$ cat src/rtl/framebuffer_uart_dump.sv
`default_nettype none
// ============================================================================
// Module   : framebuffer_uart_dump
// Purpose  : Streams the framebuffer RAM out over the UART transmitter.
//            Each dump is sent as 0xAA 0x55, then the data bytes, then an
//            8-bit additive checksum of the data bytes.
// Revision : 1.0  initial release
// ============================================================================
module framebuffer_uart_dump #(
    parameter int FB_SIZE     = 9600,
    parameter int ADDR_WIDTH  = 14,
    parameter int RAM_LATENCY = 2
) (
    input  logic                  clk,
    input  logic                  reset,
    input  logic                  start,
    output logic [ADDR_WIDTH-1:0] read_address,
    input  logic [7:0]            ram_data,
    output logic [7:0]            tx_data,
    output logic                  tx_load,
    input  logic                  tx_ready,
    output logic                  busy,
    output logic                  done
);

    localparam int                    c_CNT_W     = (RAM_LATENCY > 1) ? $clog2(RAM_LATENCY) : 1;
    localparam logic [c_CNT_W-1:0]    c_CNT_LAST  = c_CNT_W'(RAM_LATENCY - 1);
    localparam logic [ADDR_WIDTH-1:0] c_ADDR_LAST = ADDR_WIDTH'(FB_SIZE - 1);
    localparam logic [7:0]            c_SYNC0     = 8'hAA;
    localparam logic [7:0]            c_SYNC1     = 8'h55;

    localparam logic [2:0] c_IDLE = 3'd0;
    localparam logic [2:0] c_HDR0 = 3'd1;
    localparam logic [2:0] c_HDR1 = 3'd2;
    localparam logic [2:0] c_WAIT = 3'd3;
    localparam logic [2:0] c_SEND = 3'd4;
    localparam logic [2:0] c_SUM  = 3'd5;

    logic [2:0]            r_state, w_state;
    logic [ADDR_WIDTH-1:0] r_addr,  w_addr;
    logic [7:0]            r_data,  w_data;
    logic                  r_load,  w_load;
    logic                  r_busy,  w_busy;
    logic                  r_done,  w_done;
    logic [7:0]            r_sum,   w_sum;
    logic [c_CNT_W-1:0]    r_cnt,   w_cnt;
    logic                  w_accept;

    assign w_accept = r_load & tx_ready;

    always_ff @(posedge clk or posedge reset) begin
        if (reset) begin
            r_state <= c_IDLE;
            r_addr  <= '0;
            r_data  <= '0;
            r_load  <= 1'b0;
            r_busy  <= 1'b0;
            r_done  <= 1'b0;
            r_sum   <= '0;
            r_cnt   <= '0;
        end else begin
            r_state <= w_state;
            r_addr  <= w_addr;
            r_data  <= w_data;
            r_load  <= w_load;
            r_busy  <= w_busy;
            r_done  <= w_done;
            r_sum   <= w_sum;
            r_cnt   <= w_cnt;
        end
    end

    always_comb begin
        w_state = r_state;
        w_addr  = r_addr;
        w_data  = r_data;
        w_load  = r_load;
        w_busy  = r_busy;
        w_done  = 1'b0;
        w_sum   = r_sum;
        w_cnt   = r_cnt;

        case (r_state)
            c_IDLE: begin
                if (start) begin
                    w_state = c_HDR0;
                    w_data  = c_SYNC0;
                    w_load  = 1'b1;
                    w_busy  = 1'b1;
                    w_addr  = '0;
                    w_sum   = '0;
                end
            end
            c_HDR0: begin
                if (w_accept) begin
                    w_state = c_HDR1;
                    w_data  = c_SYNC1;
                end
            end
            c_HDR1: begin
                if (w_accept) begin
                    w_state = c_WAIT;
                    w_load  = 1'b0;
                    w_cnt   = '0;
                end
            end
            c_WAIT: begin
                // read_address has been stable since entry, so the RAM output
                // is valid on the RAM_LATENCY-th edge
                if (r_cnt == c_CNT_LAST) begin
                    w_state = c_SEND;
                    w_data  = ram_data;
                    w_load  = 1'b1;
                end else begin
                    w_cnt = r_cnt + 1'b1;
                end
            end
            c_SEND: begin
                if (w_accept) begin
                    w_sum = r_sum + r_data;
                    if (r_addr == c_ADDR_LAST) begin
                        w_state = c_SUM;
                        w_data  = r_sum + r_data;
                    end else begin
                        w_state = c_WAIT;
                        w_addr  = r_addr + 1'b1;
                        w_load  = 1'b0;
                        w_cnt   = '0;
                    end
                end
            end
            c_SUM: begin
                if (w_accept) begin
                    w_state = c_IDLE;
                    w_load  = 1'b0;
                    w_busy  = 1'b0;
                    w_done  = 1'b1;
                    w_addr  = '0;
                end
            end
            default: begin
                w_state = c_IDLE;
                w_load  = 1'b0;
                w_busy  = 1'b0;
                w_addr  = '0;
            end
        endcase
    end

    assign read_address = r_addr;
    assign tx_data      = r_data;
    assign tx_load      = r_load;
    assign busy         = r_busy;
    assign done         = r_done;

endmodule
`default_nettype wire

$ cat config.mk
export PLATFORM = sky130hd
export DESIGN_NAME = framebuffer_uart_dump
export DESIGN_NICKNAME = d
export VERILOG_FILES = /design/src/rtl/framebuffer_uart_dump.sv
export SDC_FILE = /design/constraint.sdc
export NUM_CORES = 1
export LEC_CHECK = 0
export ABC_CLOCK_PERIOD_IN_PS = 4600
export CAP_MARGIN = 15
export CORE_MARGIN = 4
export CORE_UTILIZATION = 35
export CTS_CLUSTER_DIAMETER = 200
export DETAILED_ROUTE_END_ITERATION = 10
export GPL_ROUTABILITY_DRIVEN = 0
export PLACE_DENSITY_LB_ADDON = 0.1
export SLEW_MARGIN = 0
export SYNTH_ARGS = -nofsm -noshare
export SYNTH_HDL_FRONTEND = slang
export SYNTH_SLANG_ARGS = --single-unit
$ cat constraint.sdc
create_clock -name clk -period 4.6 [get_ports clk]
set_clock_uncertainty 0.2 [all_clocks]
set_input_delay 1.15 -clock clk [delete_from_list [all_inputs] [get_ports clk]]
set_output_delay 1.15 -clock clk [all_outputs]
set_load 0.02 [all_outputs]
==> metrics.yaml <==
reg2reg_depth: 5
pre_cts_slack_ns: 1.02
outcome: "completed"
layout.cells.non_filler: 375
arrival_ns: 3.29
cp_slowest_stage_delay_ns: 0.53
antenna_found_initial: 0
num_antenna_cells: 0
nFillCells: 635
leakage_nw: 1.17
comb_power_share: 0.495
crit_path_start_kind: "primary input"
avgViaCountPerCell: 5.33
die_area_um2: 7850
h-tree-depth: 2
worst_slack_ns: 1.30
postCtsSetupRepairBufs: 0
slew_violations: 0
fmax_mhz: 303
cts_resized: 0
max_slew_margin: 0.497
syn_area_um2: 2270
clock_power_share: 0.197
portBuffers: 36
final-seq-area_um2: 926
numCtsBuffers: 5
grt_pass1_vias: 1955
multi_input_area_um2: 1260
dieHeight_um: 88.6
p_sw_w: 0.000750
grt_max_degree: 38
post_route_cells_drive_above_1_share: 0.0638
cts_root_buf: "clkbuf_8"
hold_buffers: 0
drt_iter0_drc: 96
critical_path_class: "primary input to flop"
drc: 0
ys_warn_count: 0
setup-violations-final: 0
clkLatencyLatePin_ns: 0.30
worstHoldPathCells: 2
p_int_w: 0.00101
syn_avg_cell_area_um2: 8.71
final_nets: 318
async_flop_share: 1.00
synth-seq-cells: 37
timing.max_cap.violations: 0
rows: 29
synth_cells: 261
r2r-end: "tx_data[3]$_DFFE_PP0P_"
rsz0062_at_grt: "false"
swShare: 0.427
tns_ns: 0
fin_crit_sh: 0.717
crit_slowest_cell: "clkdlybuf4s50_1"
cts_tree: "yes"
pwr_density_cell_nw_per_um2: 618
grtUsageTotal: 0.162
timing.rr.start: "read_address[9]$_DFFE_PP0P_"
path_clk_slew_ns: 0.08
ant_nets: 0
ir_drop_mv: 0.290
crit_fanout: 10
wl_per_cell_um: 15.5
cts_sinks: 37
area_growth_pct: 24.8
syn_nets: 282
seq_area_frac_synth: 0.407
hold_viol: 0
drt-total-wl_mm: 5.83
crit_path_cell_trace: "clkdlybuf4s50_1 -> and2_1 -> o22ai_1 -> a221oi_4 -> buf_4 -> mux2_2"
r2r_setup_slack_ns: 1.40
synth-edff-count: 0
ys_types: 46
p_seq_frac: 0.309
start_util: 0.360
crit_family: "buffers and inverters"
dp.cells: 367
hp-start: "r_sum[0]$_DFFE_PP0P_"
min_to: "r_sum[0]$_DFFE_PP0P_"
vias: 2000
clockBufferDepth: 2
synthFlopType: "dfrtp_1"
crit_required_ns: 4.59
io_pins: 37
die_x_um: 88.6
tightest_slew_ns: 0.755
cp-end-kind: "flop"
core_region_area_um2: 6310
worstPathBufferInverterCount: 2
grt_first_pass_wirelength_mm: 9.71
fin_crit_ns: 3.30
dp_hpwl_mm: 4.05
gr-total-overflow: 0
hp-class: "flop to flop"
firstDrtPassIters: 4
[worst reg2reg max path, stage by stage, from the launching register on]
cell and delay [ns]:
dfrtp_1 0.45, or4_1 0.54, or4_1 0.74, a221oi_4 0.57, buf_4 0.25, mux2_2 0.34
[layout by cell type (no fill, tap or decap), drive strengths merged, types with 5 or more instances in the layout]
cell,n
ha,8
clkdlybuf4s50,36
dfrtp,37
nand3,13
a31oi,9
o21ai,25
xor2,6
nor3,5
inv,7
nand2,32
clkbuf,5
nand2b,5
a21oi,17
nor2,25
[state kept, by name, summed over array words and instances (netlist names)]
name and count:
busy 1, done 1, r_cnt 1, r_state 3
r_sum 8, read_address 14, tx_data 8, tx_load 1
[Yosys cell counts (4+ instances only)]
cell	count	area, µm²
o21ai_0	24	120
dfrtp_1	37	926
nand3_1	13	65.1
nand2_1	32	120
xnor2_1	4	35.0
nor3_1	5	25.0
nand2b_1	5	31.3
mux2_2	4	45.0
ha_1	8	100
inv_1	7	26.3
nor2_1	25	93.8
xor2_1	6	52.6
clkbuf_1	9	33.8
a21oi_1	17	85.1
a31oi_1	9	56.3
and3_1	4	25.0
nor2b_1	4	25.0
[cell families after synthesis]
family,Yosys count,synth area share
compound gates,77,0.215
xor+xnor,10,0.0385
fa+ha+maj,9,0.0528
buf+inv,18,0.0363
flops,37,0.407
mux,7,0.0330
simple gates,103,0.217
[layout make-up]
type	instances	area share
timing repair buffer	40	0.138
clock inverter	3	0.0229
clock buffer	5	0.0243
sequential	37	0.326
tap	77	0.0340
inverter	7	0.00926
multi-input combinational	206	0.446
[through the flow]
stage | power (W) | utilization | instance area (µm²) | hold slack, ns
finish | 0.00175 | 0.449 | 2840 | 0.288
global route | 0.00191 | 0.449 | 2840 | 0.332
CTS | 0.00177 | 0.449 | 2840 | 0.295
detailed placement | 0.00142 | 0.428 | 2700 | 0.275
global placement | 0.00142 | 0.428 | 2700 | 0.272
floorplan | 0.00115 | - | 2270 | 0.254
[power groups by stage]
stage / Clock [W] / Combinational (W) / Sequential (W)
global placement: 0 / 0.000871 / 0.000549
CTS: 0.000353 / 0.000873 / 0.000541
detailed placement: 0 / 0.000870 / 0.000548
global route: 0.000366 / 0.000974 / 0.000564
floorplan: 0 / 0.000609 / 0.000546
finish: 0.000345 / 0.000868 / 0.000542
[how the worst max path moves through the flow]
stage          cells after the start  slack (ns)     start                endpoint
5_1_grt                            6        1.21  tx_ready  tx_data[1]$_DFFE_PP0P_
4_1_cts                            6        1.34  tx_ready  tx_data[3]$_DFFE_PP0P_
2_1_floorplan                      5        1.85  tx_ready  tx_data[1]$_DFFE_PP0P_
3_3_place_gp                       6        1.04  tx_ready  tx_data[1]$_DFFE_PP0P_
3_5_place_dp                       6        1.02  tx_ready  tx_data[3]$_DFFE_PP0P_
6_report                           6        1.30  tx_ready  tx_data[3]$_DFFE_PP0P_
[metal layers]
layer / global-route usage / vias to the layer above / routed length [µm]
met2: 0.269 / 41 / 2810
met3: 0.0372 / 5 / 256
met4: 0.0426 / 0 / 64
met5: 0 / - / 0
li1: - / 1017 / -
met1: 0.212 / 937 / 2690
No activity file was read; power rests on OpenSTA's default activity.
==> RTL change 1, RTL diff (same settings) <==
`FB_SIZE`: 9600 -> 4800.
--- a/src/rtl/framebuffer_uart_dump.sv
+++ b/src/rtl/framebuffer_uart_dump.sv
@@ -7,7 +7,7 @@
 // Revision : 1.0  initial release
 // ============================================================================
 module framebuffer_uart_dump #(
-    parameter int FB_SIZE     = 9600,
+    parameter int FB_SIZE     = 4800,
     parameter int ADDR_WIDTH  = 14,
     parameter int RAM_LATENCY = 2
 ) (
Function: same outputs for any inputs over 10 cycles, from zero or initial values and one cycle with reset high; that may be too few to reach the edited logic, so the function may still have changed.
==> RTL change 1 against the original RTL <==
Fmax decreased by 0.96%. Wire length increased by 3.1%. Sequential cell count unchanged. Total power decreased by 5.9%. First-iteration DRC count increased by 52%. Worst setup slack got worse by 32 ps. Synthesized area increased by 5.2%. Final area increased by 2.6%. Register-to-register slack improved by 270 ps. Critical path type unchanged. Largest cell class unchanged.
==> RTL change 1: results (changes against the original RTL) <==
outcome:
  status: "finished, final reports clean"
detailed_routing:
  wl_met2_mm: 2.761  # -1.8%
  met1_length_mm: 2.960  # +9.9%
  wl_per_cell_um: 15.58  # +0.20%
  drt_iter0_drc: 146  # +52%
  routed_wirelength_mm: 6.012  # +3.1%
  drt-vias-per-instance: 5.534  # +3.8%
  met3_length_um: 233  # -9.0%
timing:
  hold_slack_ps: 282.5  # -5.733 ps
  slew-limit-headroom: 0.2878  # -0.2091
placed_design:
  dp_cells: 378  # +3.0%
  hpwl_mm: 4.235  # +4.6%
power_and_ir_drop:
  total_leakage_power_nw: 1.224  # +4.2%
setup_path:
  crit_slowest_cell: "o32ai_2"
  path_max_fanout: 15  # +5
  cp.arrival_ps: 3270  # -20 ps
  rrSetupSlack_ps: 1670  # +270 ps
  cpPeakStageDelay_ps: 930  # +400 ps
finish:
  final.fill_count: 639  # +0.63%
  drive_gt1_frac: 0.05825  # -0.005506
  fin_nets: 329  # +3.5%
synthesis:
  synth_xor_area_frac: 0.01465  # -0.02387
  synthTopCellsByArea: "dfrtp_1 39%, a21oi_1 6.3%, nand2_1 5.0%, o21ai_0 4.4%, ha_1 4.2%"
  synth_common_cells: "37 x dfrtp_1, 32 x nand2_1, 30 x a21oi_1, 21 x o21ai_0, 20 x nor2_1"
  synth_compound_area_frac: 0.2554  # +0.04017
  ys_seq_area_frac: 0.3872  # -0.02003
global_routing:
  grt_pass1_vias: 2091  # +7.0%
## RTL change 1: kinds of logic (layout without fill, tap and decap cells)
| kind of cell | after synthesis | count (layout) |
|---|---|---|
| AOI/OAI and AO/OA | 92 | 92 |
| xor gates and xnor gates | 4 | 4 |
| adders and majority gates | 9 | 9 |
| buffers and inverters | 23 | 57 |
| DFF | 37 | 37 |
| muxes | 2 | 2 |
| and+or+nand+nor | 108 | 108 |
## RTL change 1: power by group through the flow
stage	Combinational, mW	Clock [mW]	Sequential, mW
final	0.827	0.287	0.538
after global routing	0.933	0.308	0.555
after CTS	0.833	0.294	0.536
after detailed placement	0.831	0	0.542
after global placement	0.826	0	0.545
after floorplan	0.606	0	0.536
## RTL change 1: layout make-up
class	count	area share
Multi-Input combinational cell	215	0.4691
Sequential cell	37	0.3179
Timing Repair Buffer	37	0.1263
Tap cell	77	0.03308
Clock buffer	6	0.02491
Inverter	12	0.01546
Clock inverter	2	0.01332
## RTL change 1: worst max-delay path, delay by kind of cell
family / cells / cell delay (ps)
AO/OA/AOI/OAI: 2 / 1020
multiplexers: 1 / 300
buffers and inverters: 1 / 480
AND/OR/NAND/NOR: 2 / 310
## RTL change 1: per-stage QoR
step	utilization	instance area, um^2	setup WS [ps]
6_report	0.4485	2913	1268
4_1_cts	0.4485	2913	1264
3_5_place_dp	0.4313	2801	957.8
5_1_grt	0.4485	2913	1091
3_3_place_gp	0.4313	2801	1020
2_1_floorplan	-	2391	1812
## RTL change 1: final timing paths
| check | from | depth (start not counted) | endpoint |
|---|---|---|---|
| max | tx_ready | 6 | tx_data[7]$_DFFE_PP0P_ |
| min | r_sum[5]$_DFFE_PP0P_ | 2 | r_sum[5]$_DFFE_PP0P_ |
| max reg2reg | r_state[1]$_DFFE_PP0P_ | 5 | tx_data[7]$_DFFE_PP0P_ |
| min reg2reg | r_sum[5]$_DFFE_PP0P_ | 2 | r_sum[5]$_DFFE_PP0P_ |
| max in group asynchronous | reset | 3 | tx_data[7]$_DFFE_PP0P_ |
| min in group asynchronous | reset | 3 | read_address[10]$_DFFE_PP0P_ |
## RTL change 1: metal layers
metal  global-route usage  vias up
li1                     -     1070
met4              0.03699        0
met5                    0        -
met1               0.2078     1011
met2               0.2415       47
met3              0.02917        8
==> RTL change 2, RTL diff (same flow settings) <==
Made on the original files. Take the reset off `r_data` and load it in a clocked block of its own.
--- a/src/rtl/framebuffer_uart_dump.sv
+++ b/src/rtl/framebuffer_uart_dump.sv
@@ -52,7 +52,6 @@
         if (reset) begin
             r_state <= c_IDLE;
             r_addr  <= '0;
-            r_data  <= '0;
             r_load  <= 1'b0;
             r_busy  <= 1'b0;
             r_done  <= 1'b0;
@@ -61,13 +60,16 @@
         end else begin
             r_state <= w_state;
             r_addr  <= w_addr;
-            r_data  <= w_data;
             r_load  <= w_load;
             r_busy  <= w_busy;
             r_done  <= w_done;
             r_sum   <= w_sum;
             r_cnt   <= w_cnt;
         end
+    end
+
+    always_ff @(posedge clk) begin
+        r_data <= w_data;
     end
 
     always_comb begin
Behaviour: not the same (a bounded check fails within 4 cycles, from zero or initial values and one cycle with reset high).
==> RTL change 2 against the original RTL <==
Worst setup slack better by 330 ps. Sequential share of layout area increased by 2.3 points. Total power down 12%. Wire length shrank 3.0%. Synthesized area is 1.3% lower. Sequential cell count did not move. Non-clock buffer count fell by 2. Final area down 2.6%. Critical endpoint is now r_sum[7]$_DFFE_PP0P_.
==> RTL change 2: results (changes against the original RTL) <==
clocking:
  clkTransAtPathRegs_ps: 70
  clock_path_buffers: 2  # unchanged
  cts_buffers: 5  # unchanged
  cts_root_buffer: "clkbuf_8"
  cts_max_level: 2  # unchanged
  clkLatencyLatePin_ps: 290
placed_design:
  portBuffers: 36  # unchanged
  hpwl_mm: 4.025  # -0.61%
  pre_cts_ws_ps: 1316  # +296.1 ps
  place_area_mm2: 0.002656  # -1.8%
  dp_cells: 347  # -5.4%
finish:
  instances_no_fill: 355  # -5.3%
  fin_nets: 300  # -5.7%
  drive_gt1_frac: 0.06429  # +0.0005273
  antenna_cells: 0  # unchanged
  final.fill_count: 601  # -5.4%
global_routing:
  grt_max_degree: 30  # -21%
  grtUsageMet1: 0.2354  # +0.02321
  antenna_found_initial: 0  # unchanged
  met3_usage: 0.03198  # -0.005259
  grt_usage: 0.1613  # -0.0003000
  met2_usage: 0.2473  # -0.02126
  grt_pass1_vias: 1948  # -0.36%
  grt_pass1_wl_mm: 9.922  # +2.2%
detailed_routing:
  firstDrtPassIters: 4  # unchanged
  drt-vias-per-instance: 5.482  # +2.8%
  drt_iter0_drc: 126  # +31%
  met3_length_um: 324  # +27%
  met1_length_mm: 2.777  # +3.1%
  wl_met2_mm: 2.500  # -11%
  wl_per_cell_um: 15.94  # +2.5%
  top_layer_used: "met4"
synthesis:
  synthArstFlopShare: 0.7838  # -0.2162
  avgSynthCellArea_um2: 9.194  # +5.6%
  synth_edf_count: 8  # +8
  synthesis.nets: 265  # -6.0%
  ys.warnings.count: 0  # unchanged
  synth_xor_area_frac: 0.01952  # -0.01900
  ys_types: 52  # +13%
  synth_compound_area_frac: 0.2487  # +0.03356
  synth_adder_area_share: 0.05354  # +0.0007072
  synthMuxAreaShare: 0.009481  # -0.02354
  synth_common_cells: "29 x dfrtp_1, 24 x nand2_1, 19 x nor2_1, 18 x o21ai_0, 16 x a21oi_1"
  synthTopCellsByArea: "dfrtp_1 32%, edfxtp_1 11%, ha_1 4.5%, o21ai_0 4.0%, a21o_1 4.0%"
  ys_seq_area_frac: 0.4306  # +0.02330
setup_path:
  path_max_fanout: 16  # +6
  cp.arrival_ps: 2940  # -350 ps
  rrSetupSlack_ps: 1850  # +450 ps
power_and_ir_drop:
  ir_drop_uv: 242.9  # -16%
  total_leakage_power_nw: 1.158  # -1.4%
timing:
  hold_slack_ps: 298.0  # +9.701 ps
  slew-limit-headroom: 0.3046  # -0.1923
  setup_slack_ps: 1626  # +325.8 ps
outcome:
  status: "finished, final reports clean"
hold_path:
  hold_class: "flop to flop"
## RTL change 2: cell types whose count changed after synthesis, sizes merged, moves of 4 or more
cell / delta
a22o: +4
clkbuf: -4
dfrtp: -8
edfxtp: +8
a31oi: -6
nor3: +4
o21ai: +6
a21o: +10
nand2: -7
nor2: -5
## RTL change 2: cell families (layout without fill, tap and decap cells)
family | after synthesis | count (layout)
adders and majority gates | 9 | 9
DFF | 37 | 37
buffers and inverters | 17 | 53
and+or+nand+nor | 86 | 86
xor gates and xnor gates | 5 | 5
AOI/OAI and AO/OA | 88 | 88
muxes | 2 | 2
## RTL change 2: critical path: stages
cell and delay, ps:
clkdlybuf4s50_1 460, and3_1 200, o21ai_1 790, nor3_1 100, nand3_1 130, o311ai_1 100
## RTL change 2: report_power, final
part	switching (mW)	total, mW	internal [mW]
registers	0.114	0.556	0.443
clock network	0.121	0.282	0.161
logic	0.412	0.705	0.293
## RTL change 2: path summary, 6_finish.rpt
kind | start | end | depth (start not counted)
max | tx_ready | r_sum[7]$_DFFE_PP0P_ | 6
min | r_sum[5]$_DFFE_PP0P_ | r_sum[5]$_DFFE_PP0P_ | 2
max reg2reg | r_state[2]$_DFFE_PP0P_ | read_address[13]$_DFFE_PP0P_ | 5
min reg2reg | r_sum[5]$_DFFE_PP0P_ | r_sum[5]$_DFFE_PP0P_ | 2
max in group asynchronous | reset | busy$_DFFE_PP0P_ | 3
min in group asynchronous | reset | r_sum[5]$_DFFE_PP0P_ | 3
## RTL change 2: layout make-up
class	count	area, um^2	share of cell area
inverter	7	26.28	0.009507
multi-input combinational	190	1195	0.4323
timing repair buffer	38	375.4	0.1358
tap	75	93.84	0.03395
sequential	37	965.9	0.3495
clock buffer	6	72.57	0.02626
clock inverter	2	35.03	0.01268
